File: src/rtl/tlb_pkg.sv
// Shared definitions for the 16-entry joint TLB: op codes, entry layout,
// EntryLo field positions and the unmapped kseg0/kseg1 window.
package tlb_pkg;

  localparam int TLBNUM = 16;
  localparam int IDX_W  = 4;

  localparam logic [1:0] TLBOP_P  = 2'd0;
  localparam logic [1:0] TLBOP_R  = 2'd1;
  localparam logic [1:0] TLBOP_WI = 2'd2;

  localparam int VPN2_W = 19;
  localparam int ASID_W = 8;
  localparam int PFN_W  = 20;
  localparam int C_W    = 3;

  localparam int LO_PFN_LSB = 6;
  localparam int LO_C_LSB   = 3;
  localparam int LO_D_BIT   = 2;
  localparam int LO_V_BIT   = 1;
  localparam int LO_G_BIT   = 0;

  localparam logic [31:0] UNMAPPED_LO = 32'h8000_0000;
  localparam logic [31:0] UNMAPPED_HI = 32'hBFFF_FFFF;

  localparam logic [C_W-1:0] C_UNCACHED = 3'd2;

  typedef struct packed {
    logic [PFN_W-1:0] pfn;
    logic [C_W-1:0]   c;
    logic             d;
    logic             v;
  } tlb_page_t;

  typedef struct packed {
    logic [VPN2_W-1:0] vpn2;
    logic [ASID_W-1:0] asid;
    logic              g;
    tlb_page_t         p0;
    tlb_page_t         p1;
  } tlb_entry_t;

  function automatic tlb_page_t lo_to_page(input logic [31:0] lo);
    tlb_page_t p;
    p.pfn = lo[LO_PFN_LSB +: PFN_W];
    p.c   = lo[LO_C_LSB +: C_W];
    p.d   = lo[LO_D_BIT];
    p.v   = lo[LO_V_BIT];
    return p;
  endfunction

  function automatic logic [31:0] page_to_lo(input tlb_page_t p, input logic g);
    return {6'b0, p.pfn, p.c, p.d, p.v, g};
  endfunction

  function automatic logic is_unmapped(input logic [31:0] va);
    return (va >= UNMAPPED_LO) && (va <= UNMAPPED_HI);
  endfunction

endpackage

File: src/rtl/tlb_lookup.sv
// Combinational associative match over all entries, lowest index wins,
// then odd/even page selection on the winning entry.
module tlb_lookup
  import tlb_pkg::*;
(
  input  tlb_entry_t [TLBNUM-1:0] entries,
  input  logic [VPN2_W-1:0]       vpn2,
  input  logic [ASID_W-1:0]       asid,
  input  logic                    odd,
  output logic                    hit,
  output logic [IDX_W-1:0]        idx,
  output tlb_page_t               page
);

  always_comb begin
    hit  = 1'b0;
    idx  = '0;
    page = '0;
    // Scan downwards so the last assignment is the lowest matching index.
    for (int i = TLBNUM - 1; i >= 0; i--) begin
      if (entries[i].vpn2 == vpn2 && (entries[i].g || entries[i].asid == asid)) begin
        hit = 1'b1;
        idx = IDX_W'(i);
      end
    end
    if (hit) begin
      page = odd ? entries[idx].p1 : entries[idx].p0;
    end
  end

endmodule

File: src/rtl/tlb_unit.sv
// MIPS32-style 16-entry joint TLB: TLBP/TLBR/TLBWI against the CP0 view,
// plus registered one-cycle fetch and data address translation.
module tlb_unit
  import tlb_pkg::*;
(
  input  logic        clk,
  input  logic        rst,
  input  logic [31:0] cp0_index,
  input  logic [31:0] cp0_entryhi,
  input  logic [31:0] cp0_entrylo0,
  input  logic [31:0] cp0_entrylo1,
  input  logic        op_valid,
  input  logic [1:0]  op_code,
  output logic        w_cp0_mmu_ena,
  output logic [31:0] w_cp0_Index,
  output logic [31:0] w_cp0_EntryHi,
  output logic [31:0] w_cp0_EntryLo0,
  output logic [31:0] w_cp0_EntryLo1,
  input  logic        i_req,
  input  logic [31:0] i_vaddr,
  output logic        i_resp,
  output logic [31:0] i_paddr,
  output logic        i_refill,
  output logic        i_invalid,
  output logic        i_uncached,
  input  logic        d_req,
  input  logic [31:0] d_vaddr,
  input  logic        d_store,
  output logic        d_resp,
  output logic [31:0] d_paddr,
  output logic        d_refill,
  output logic        d_invalid,
  output logic        d_modified,
  output logic        d_uncached
);

  tlb_entry_t [TLBNUM-1:0] entries;

  logic             i_hit, d_hit, p_hit;
  logic [IDX_W-1:0] i_idx, d_idx, p_idx;
  tlb_page_t        i_page, d_page, p_page;

  logic             op_p, op_r, op_wi;
  tlb_entry_t       wr_entry, rd_entry;
  logic             i_unm, d_unm;
  logic             mmu_ena_q, i_resp_q, d_resp_q;
  logic             unused_ok;

  assign op_p  = op_valid && (op_code == TLBOP_P);
  assign op_r  = op_valid && (op_code == TLBOP_R);
  assign op_wi = op_valid && (op_code == TLBOP_WI);

  assign i_unm = is_unmapped(i_vaddr);
  assign d_unm = is_unmapped(d_vaddr);

  tlb_lookup u_fetch (
    .entries (entries),
    .vpn2    (i_vaddr[31:13]),
    .asid    (cp0_entryhi[7:0]),
    .odd     (i_vaddr[12]),
    .hit     (i_hit),
    .idx     (i_idx),
    .page    (i_page)
  );

  tlb_lookup u_data (
    .entries (entries),
    .vpn2    (d_vaddr[31:13]),
    .asid    (cp0_entryhi[7:0]),
    .odd     (d_vaddr[12]),
    .hit     (d_hit),
    .idx     (d_idx),
    .page    (d_page)
  );

  tlb_lookup u_probe (
    .entries (entries),
    .vpn2    (cp0_entryhi[31:13]),
    .asid    (cp0_entryhi[7:0]),
    .odd     (1'b0),
    .hit     (p_hit),
    .idx     (p_idx),
    .page    (p_page)
  );

  always_comb begin
    wr_entry      = '0;
    wr_entry.vpn2 = cp0_entryhi[31:13];
    wr_entry.asid = cp0_entryhi[7:0];
    wr_entry.g    = cp0_entrylo0[LO_G_BIT] & cp0_entrylo1[LO_G_BIT];
    wr_entry.p0   = lo_to_page(cp0_entrylo0);
    wr_entry.p1   = lo_to_page(cp0_entrylo1);
  end

  assign rd_entry = entries[cp0_index[IDX_W-1:0]];

  // Entry array: writes land at the edge, so same-cycle lookups see old contents.
  always_ff @(posedge clk) begin
    if (rst) begin
      entries <= '0;
    end else if (op_wi) begin
      entries[cp0_index[IDX_W-1:0]] <= wr_entry;
    end
  end

  // CP0 result stage: one cycle after TLBP/TLBR.
  always_ff @(posedge clk) begin
    if (rst) begin
      mmu_ena_q      <= 1'b0;
      w_cp0_Index    <= '0;
      w_cp0_EntryHi  <= '0;
      w_cp0_EntryLo0 <= '0;
      w_cp0_EntryLo1 <= '0;
    end else begin
      mmu_ena_q <= op_p || op_r;
      if (op_p) begin
        w_cp0_Index    <= p_hit ? {{(32-IDX_W){1'b0}}, p_idx} : 32'h8000_0000;
        w_cp0_EntryHi  <= cp0_entryhi;
        w_cp0_EntryLo0 <= cp0_entrylo0;
        w_cp0_EntryLo1 <= cp0_entrylo1;
      end else if (op_r) begin
        w_cp0_Index    <= cp0_index;
        w_cp0_EntryHi  <= {rd_entry.vpn2, 5'b0, rd_entry.asid};
        w_cp0_EntryLo0 <= page_to_lo(rd_entry.p0, rd_entry.g);
        w_cp0_EntryLo1 <= page_to_lo(rd_entry.p1, rd_entry.g);
      end
    end
  end

  // Fetch translation stage.
  always_ff @(posedge clk) begin
    if (rst) begin
      i_resp_q   <= 1'b0;
      i_paddr    <= '0;
      i_refill   <= 1'b0;
      i_invalid  <= 1'b0;
      i_uncached <= 1'b0;
    end else begin
      i_resp_q   <= i_req;
      i_paddr    <= !i_req ? '0 :
                    i_unm  ? {3'b0, i_vaddr[28:0]} : {i_page.pfn, i_vaddr[11:0]};
      i_refill   <= i_req && !i_unm && !i_hit;
      i_invalid  <= i_req && !i_unm && i_hit && !i_page.v;
      i_uncached <= i_req && (i_unm ? i_vaddr[29] : (i_page.c == C_UNCACHED));
    end
  end

  // Data translation stage.
  always_ff @(posedge clk) begin
    if (rst) begin
      d_resp_q   <= 1'b0;
      d_paddr    <= '0;
      d_refill   <= 1'b0;
      d_invalid  <= 1'b0;
      d_modified <= 1'b0;
      d_uncached <= 1'b0;
    end else begin
      d_resp_q   <= d_req;
      d_paddr    <= !d_req ? '0 :
                    d_unm  ? {3'b0, d_vaddr[28:0]} : {d_page.pfn, d_vaddr[11:0]};
      d_refill   <= d_req && !d_unm && !d_hit;
      d_invalid  <= d_req && !d_unm && d_hit && !d_page.v;
      d_modified <= d_req && !d_unm && d_store && d_hit && d_page.v && !d_page.d;
      d_uncached <= d_req && (d_unm ? d_vaddr[29] : (d_page.c == C_UNCACHED));
    end
  end

  // Reset cancels a pulse or response already sitting in the output stage.
  assign w_cp0_mmu_ena = mmu_ena_q && !rst;
  assign i_resp        = i_resp_q && !rst;
  assign d_resp        = d_resp_q && !rst;

  assign unused_ok = ^{i_idx, d_idx, p_page, cp0_entryhi[12:8],
                       cp0_entrylo0[31:26], cp0_entrylo1[31:26]};

endmodule

File: config.mk
export PLATFORM = sky130hd
export DESIGN_NAME = tlb_unit
export DESIGN_NICKNAME = d
export VERILOG_FILES = /design/src/rtl/tlb_pkg.sv /design/src/rtl/tlb_lookup.sv /design/src/rtl/tlb_unit.sv
export SDC_FILE = /design/constraint.sdc
export NUM_CORES = 2
export LEC_CHECK = 0
export ABC_CLOCK_PERIOD_IN_PS = 5600
export BUFFER_PORTS_ARGS = -buffer_cell sky130_fd_sc_hd__buf_2
export CORE_MARGIN = 4
export CORE_UTILIZATION = 50
export DETAILED_ROUTE_END_ITERATION = 10
export PLACE_DENSITY = 0.67
export SLEW_MARGIN = 20
export SYNTH_ARGS = -nofsm -noshare
export SYNTH_HDL_FRONTEND = slang
export SYNTH_SLANG_ARGS = --single-unit
export TNS_END_PERCENT = 20
File: constraint.sdc
create_clock -name clk -period 5.6 [get_ports clk]
set_input_delay 1.68 -clock clk [delete_from_list [all_inputs] [get_ports clk]]
set_output_delay 1.68 -clock clk [all_outputs]
set_load 0.005 [all_outputs]
* After elaboration in Yosys (flattened, before gate mapping)
Cells that the tools add are included.
** Word-level totals
- Bits of input ports :: 200
- Output and inout bits :: 202
- Logic and storage cells :: 499
- Bits in registers :: 1450
** Operators by class
- Equality and inequality tests :: 68
- Bitwise operators :: 5
- Muxes and demuxes :: 122
- Reduce and logical (&&, ||, !) cells :: 102
- $lt $le $gt $ge :: 8
** Operator list (count)
- 1248-bit bitwise mux :: 1
- 78-bit binary-select mux with 4-bit select :: 3
- 19-bit == test :: 48
- 78-bit demux with 4-bit select :: 1
- 32-bit two-way mux :: 9
- 4-bit two-way mux :: 48
- 78-bit two-way mux :: 2
- 8-bit == test :: 16
- 50-bit two-way mux :: 2
- 1-bit logical AND :: 71
- 32-bit >= comparator, second input constant :: 2
- 32-bit <= comparator, second input constant :: 2
- 29-bit two-way mux :: 2
- 1-bit two-way mux :: 50
- 25-bit two-way mux :: 2
- 22-bit two-way mux :: 2
- 1-bit logical OR :: 17
- 4-bit by 5-bit < comparator with 1-bit output, second input constant :: 3
- 1-bit zero test :: 8
- 4-bit OR reduction :: 2
- 3-bit by 2-bit == test with 1-bit output, second input constant :: 2
- 4-bit by 1-bit >= comparator with 1-bit output, second input constant :: 1
- 1-bit NOT :: 4
- 2-bit OR reduction :: 2
- other kinds (5) :: 5

* Depth between registers and ports, before layout
- Word-level depth :: 26
- Mapped depth :: 19
- Depth with buffers taken out :: 12

* Hierarchy
A second synthesis with hierarchy kept.
** Second synthesis, totals
- Cell total of the unflattened synthesis :: 12405
- Area total of the unflattened synthesis :: 97536.0 um2
** Modules (own cells, without submodules)
- tlb_unit :: instances 1, cells each 7092, area an instance 60206.5 um2, sequential area each 29027.8 um2
- tlb_lookup :: instances 3, cells each 1771, area an instance 12443.2 um2, sequential area each 0.0 um2

* Worst setup path after synthesis
Ideal clock, no wire load.
- Path kind :: input port to flip-flop
- Start :: input port cp0_entryhi[5]
- End :: register d_paddr[15]
- Path buffers :: 3
- Path slack :: 0.486 ns
- Data required time :: 5.531 ns
- Setup time :: 0.069 ns
- Arrival :: 5.045 ns
- Stages on the path :: 15
- Cell sequence :: buf_2 xor2_1 nor4_1 a21oi_1 or4_1 o211a_1 o311ai_4 a31oi_4 buf_4 buf_6 mux2i_1 mux2_2 o2bb2ai_1 or4_1 o21ai_1
** Between the ends
- Cells in the longest elaborated chain, start to end :: 24
- Elaborated cells between the ends (all ways) :: 85
- Those cells by class :: eq/ne: 16; mux: 37; reduce/logical: 32
** Ends and longest elaborated chain
- start, declared :: RTL line tlb_unit.sv:9 : input logic [31:0] cp0_entryhi,
- 8-bit == test :: RTL line tlb_lookup.sv:21 : if (entries[i].vpn2 == vpn2 && (entries[i].g || entries[i].asid == asid)) begin
- 1-bit logical OR :: RTL line tlb_lookup.sv:21
- 1-bit logical AND :: RTL line tlb_lookup.sv:21
- 4-bit two-way mux (16 in a row) :: RTL line tlb_lookup.sv:21
- 78-bit binary-select mux with 4-bit select :: RTL line tlb_lookup.sv:27 : page = odd ? entries[idx].p1 : entries[idx].p0;
- 50-bit two-way mux (not written as such) :: RTL line tlb_lookup.sv:27
- 25-bit two-way mux :: RTL line tlb_lookup.sv:27
- 22-bit two-way mux * :: RTL line tlb_lookup.sv:26 : if (hit) begin
- 29-bit two-way mux * :: RTL line tlb_unit.sv:160 : d_unm ? {3'b0, d_vaddr[28:0]} : {d_page.pfn, d_vaddr[11:0]};
- end signal, assigned :: RTL line tlb_unit.sv:159 : d_paddr <= !d_req ? '0 :
- end, declared :: RTL line tlb_unit.sv:30 : output logic [31:0] d_paddr,
Mark *: on every way between the ends. The rest lies on a longest branch, timed or not. The select of a mux whose other input is x is not followed.
A chain may end at the register's enable or synchronous reset.

* Worst setup path after layout
- Start :: input port cp0_entryhi[2]
- End :: register d_paddr[22]
The elaborated chain is that of the path after synthesis.

==> run summary <==
The area growth from synthesis to layout is 17.51%. The tools report the post-layout total power as 24340 uW. After the last flow step, the layout net total stands at 10960. The launch point of the worst reg-to-reg path is entries[853]$_SDFFE_PP0P_. Max-cap violations in this run came to 0.

The detailed-route vias per instance is 6.756, and the final max-slew violation count is 0. The logs give 100800 um2 for the final instance area and 0.03944 uW for the reported leakage power. The number of failing hold endpoints at the final stage was 0. The number of warning messages in the yosys log was 0. Once detailed placement completed, the half-perimeter wirelength came to 302.5 mm. Counting along the longest clock path gives a buffer depth of 3.

The number of buffers added on ports came out at 401. The netlist uses 80 different library cells. The clock reaches the later pin of the worst-skew pair after 0.85 ns.

Area share of the largest cell type after synthesis: 0.3385. The number of antenna violations at the first check in global routing was 43. The tools report the clock root buffer master as sky130_fd_sc_hd__clkbuf_16. TritonCTS built the clock tree. Synthesis produced a netlist with a net count of 10570.

Summing all flip-flop and latch instances after layout gives 29030 um2. The placed instances occupy a cell area of 95010 um2. The worst IR drop on VDD is 0.2797 mV, and the fraction of final layout cells sized beyond drive strength 1 is 0.1929. The routability congestion estimate from global placement is 1.178, and the final critical delay including setup and external delays is 5.622 ns. The die covers 178200 um2. The most critical setup path has its startpoint at cp0_entryhi[2].

In this run the most critical hold path is launched from w_cp0_Index[10]$_SDFFE_PP0P_. The combined area of the multi-input logic cells came out at 52840 um2. Setup repair after global routing left no endpoint under its margin. The tools report the number of setup violations in the final report as 1. Of all nets on the critical path, the largest fanout is 20.

The number of violations reported at the end of detailed-routing iteration 0 came out at 14910. The fraction of the core area covered by cells at the end of the flow was 0.5927. After synthesis, the cell types taking the most area are sky130_fd_sc_hd__dfxtp_1, sky130_fd_sc_hd__nand2_1, sky130_fd_sc_hd__mux4_2. The via count of the first global-routing pass is 82630, and the part of the cycle the worst path needs is 1.004. The aggregate negative setup slack was -0.02152 ns. Buffers inserted during clock tree synthesis total 163.

Counting flops with a built-in enable in the synthesized netlist gives 0. For the total number of placement rows, the log shows 151. For this block, the routed nets add up to 441.3 mm of wire. Entering global routing, the biggest net connects 215 pins. The number of cells on the worst reg-to-reg path is 16. The run gives 0.5044 as the initial cell density of the core. The die is 422.2 um tall. The H-tree generated during clock tree synthesis spans 4 levels. In this run the mean area of a mapped cell was 8.273 um2. In the final routed layout, each cell accounts on average for 33.62 um. For the total global routing track utilization, the log shows 0.4746. The run gives 0.71 ns as the worst reg-to-reg setup slack. Die width: 422.2 um. By instance count, the leading cell after synthesis is sky130_fd_sc_hd__nand2_1. The tools report the sink of the worst hold path as w_cp0_Index[10]$_SDFFE_PP0P_. The tools report the number of instances in the synthesized netlist as 10370. After clock tree synthesis, the setup repair step added 0 buffers.

The run gives 402 as the number of ports placed on the die boundary. The number of hold buffers added after CTS was 0. The first global-routing pass estimated 619.1 mm of wire. The number of cells on the worst hold path is 2, and the number of detailed-routing iterations run before antenna repair is 10.

The total overflow left after global routing is 0. After clock tree synthesis, the clock-pin slew on the worst setup and hold paths is 0.06 ns. Clock tree synthesis found a total of 1450 sinks.

On the final layout, the worst clock skew is 0.04371 ns. The run gives 177.9 MHz as the maximum clock frequency. The placeable core area was 170000 um2.

The number of fill cells in the layout came out at 14950. STA classifies the critical path endpoint as a flop. In this run the cell area of the synthesized design comes to 85760 um2. The tools report the endpoint of the lowest-slack register-to-register path as i_paddr[17]$_SDFF_PP0_. The category of the most critical setup path is in2reg. Sorting the synthesized cells by how often they occur yields sky130_fd_sc_hd__nand2_1, sky130_fd_sc_hd__dfxtp_1, sky130_fd_sc_hd__a21oi_1. Data arrives at the worst endpoint at 6.36 ns. The flow ran to the end, but the final reports show violations.

The proportion of synthesized flip-flops having asynchronous set or reset was 0. For this block, the via count after detailed routing is 88680. The remaining antenna violation count was 0; the cell area power density was 241.5 nW/um2. The final setup slack of the worst path is -0.02152 ns. The final reports fail on setup timing. The type of element launching the critical path is a primary input. Commonest register cell after synthesis: sky130_fd_sc_hd__dfxtp_1. Data on the critical path is required at its endpoint by 6.34 ns. The post-synthesis cell type with the largest combined area is sky130_fd_sc_hd__dfxtp_1. The DRC violations left came out at 0. The tools report the proportion of synthesized chip area in sequential cells as 0.3385.

Number of synthesized register bits: 1450. The relative slew slack is 0.05199. The path class of the tightest hold or removal check is reg2reg.

For the pin with the worst max-slew slack, the measured transition is 1.411 ns.
-- layout by cell type, fill, tap and decap left out, types with 150 or more instances in the layout --
cell type / Yosys / layout
sky130_fd_sc_hd__a21oi_1: 1331 / 1325
sky130_fd_sc_hd__buf_12: 0 / 150
sky130_fd_sc_hd__buf_2: 179 / 395
sky130_fd_sc_hd__buf_4: 31 / 706
sky130_fd_sc_hd__clkbuf_16: 0 / 167
sky130_fd_sc_hd__dfxtp_1: 1450 / 1450
sky130_fd_sc_hd__mux2i_1: 631 / 631
sky130_fd_sc_hd__mux4_2: 419 / 419
sky130_fd_sc_hd__nand2_1: 2945 / 2932
sky130_fd_sc_hd__nand3_1: 179 / 175
sky130_fd_sc_hd__nor2_1: 205 / 191
sky130_fd_sc_hd__nor4_1: 156 / 152
sky130_fd_sc_hd__xnor2_1: 446 / 446
sky130_fd_sc_hd__xor2_1: 594 / 594
-- logic make-up after synthesis --
family,synth area share
AND/OR/NAND/NOR,0.1894
buffers and inverters,0.05102
flip-flops,0.3385
XOR/XNOR,0.1062
AO/OA/AOI/OAI,0.1220
multiplexers,0.1929
-- how the worst max path moves through the flow --
stage                             endpoint  slack [ns]  cells after the start
floorplan           d_paddr[15]$_SDFF_PP0_        0.49                     15
global placement    i_paddr[22]$_SDFF_PP0_       -1.30                     20
detailed placement  i_paddr[22]$_SDFF_PP0_       -1.34                     20
CTS                 i_paddr[22]$_SDFF_PP0_       0.001                     18
global route        i_paddr[17]$_SDFF_PP0_       0.003                     18
finish              d_paddr[22]$_SDFF_PP0_       -0.02                     19
-- metal layers --
| metal | vias to the layer above | share of wire | track usage | wire length [um] |
|---|---|---|---|---|
| met5 | - | 0.00052 | 0.003226 | 228 |
| met4 | 26 | 0.087 | 0.3360 | 38320 |
| met3 | 1888 | 0.16 | 0.1739 | 69150 |
| met2 | 7742 | 0.40 | 0.6526 | 174800 |
| met1 | 42460 | 0.36 | 0.6118 | 158700 |
| li1 | 36570 | - | - | - |
-- critical path, cell delays in order --
cell,delay (ns)
sky130_fd_sc_hd__buf_2,0.24
sky130_fd_sc_hd__buf_4,0.34
sky130_fd_sc_hd__xor2_1,0.14
sky130_fd_sc_hd__nor4_1,0.40
sky130_fd_sc_hd__a21oi_1,0.18
sky130_fd_sc_hd__buf_4,0.20
sky130_fd_sc_hd__buf_4,0.17
sky130_fd_sc_hd__nor3_2,0.46
sky130_fd_sc_hd__buf_4,0.21
sky130_fd_sc_hd__nand2b_1,0.10
sky130_fd_sc_hd__o311a_1,0.21
sky130_fd_sc_hd__a31oi_4,0.15
sky130_fd_sc_hd__buf_12,0.23
sky130_fd_sc_hd__buf_12,0.15
sky130_fd_sc_hd__mux2i_1,0.18
sky130_fd_sc_hd__mux4_2,0.47
sky130_fd_sc_hd__nor2b_1,0.13
sky130_fd_sc_hd__or4_1,0.48
sky130_fd_sc_hd__o21ai_1,0.20
-- report_power, final --
part | total [uW] | internal, uW | switching (uW)
logic | 2370 | 797 | 1570
registers | 10500 | 10400 | 92.7
clock network | 11500 | 6630 | 4830
total | 24300 | 17800 | 6500
-- state kept, by name, summed over array words and instances (netlist names) --
| name | count |
|---|---|
| entries | 1248 |
| d_paddr | 32 |
| i_paddr | 32 |
| w_cp0_EntryHi | 32 |
| w_cp0_EntryLo0 | 32 |
| w_cp0_EntryLo1 | 32 |
| w_cp0_Index | 32 |
| d_invalid | 1 |
| d_modified | 1 |
| d_refill | 1 |
| d_resp_q | 1 |
| d_uncached | 1 |
| i_invalid | 1 |
| i_refill | 1 |
| i_resp_q | 1 |
| i_uncached | 1 |
| mmu_ena_q | 1 |
-- through the flow --
step                      setup slack [ns]  hold WS, ns  std cells
after floorplan                     0.4857       0.4413      10370
after global placement              -1.304       0.4352      12810
after detailed placement            -1.339       0.4419      12810
after CTS                         0.001192       0.4499      13100
after global routing              0.002873       0.4608      13120
final                             -0.02152       0.4455      13130
-- repair_timing --
item | 4_1_cts | 5_1_grt
endpoints found under the setup margin | 25 | 13
gates resized for setup | 8 | 15
pin swaps | 0 | 2
-- final cells by class --
cell class / instances / share of cell area
diodes: 25 / 0.0006208
clock buffers: 231 / 0.04733
clock inverters: 63 / 0.008120
inverters: 20 / 0.0007449
multi-input cells: 7859 / 0.5243
flip-flops and latches: 1450 / 0.2880
well taps: 2218 / 0.02754
repair buffers: 1261 / 0.1033
Power figures use the tool's default switching activity.
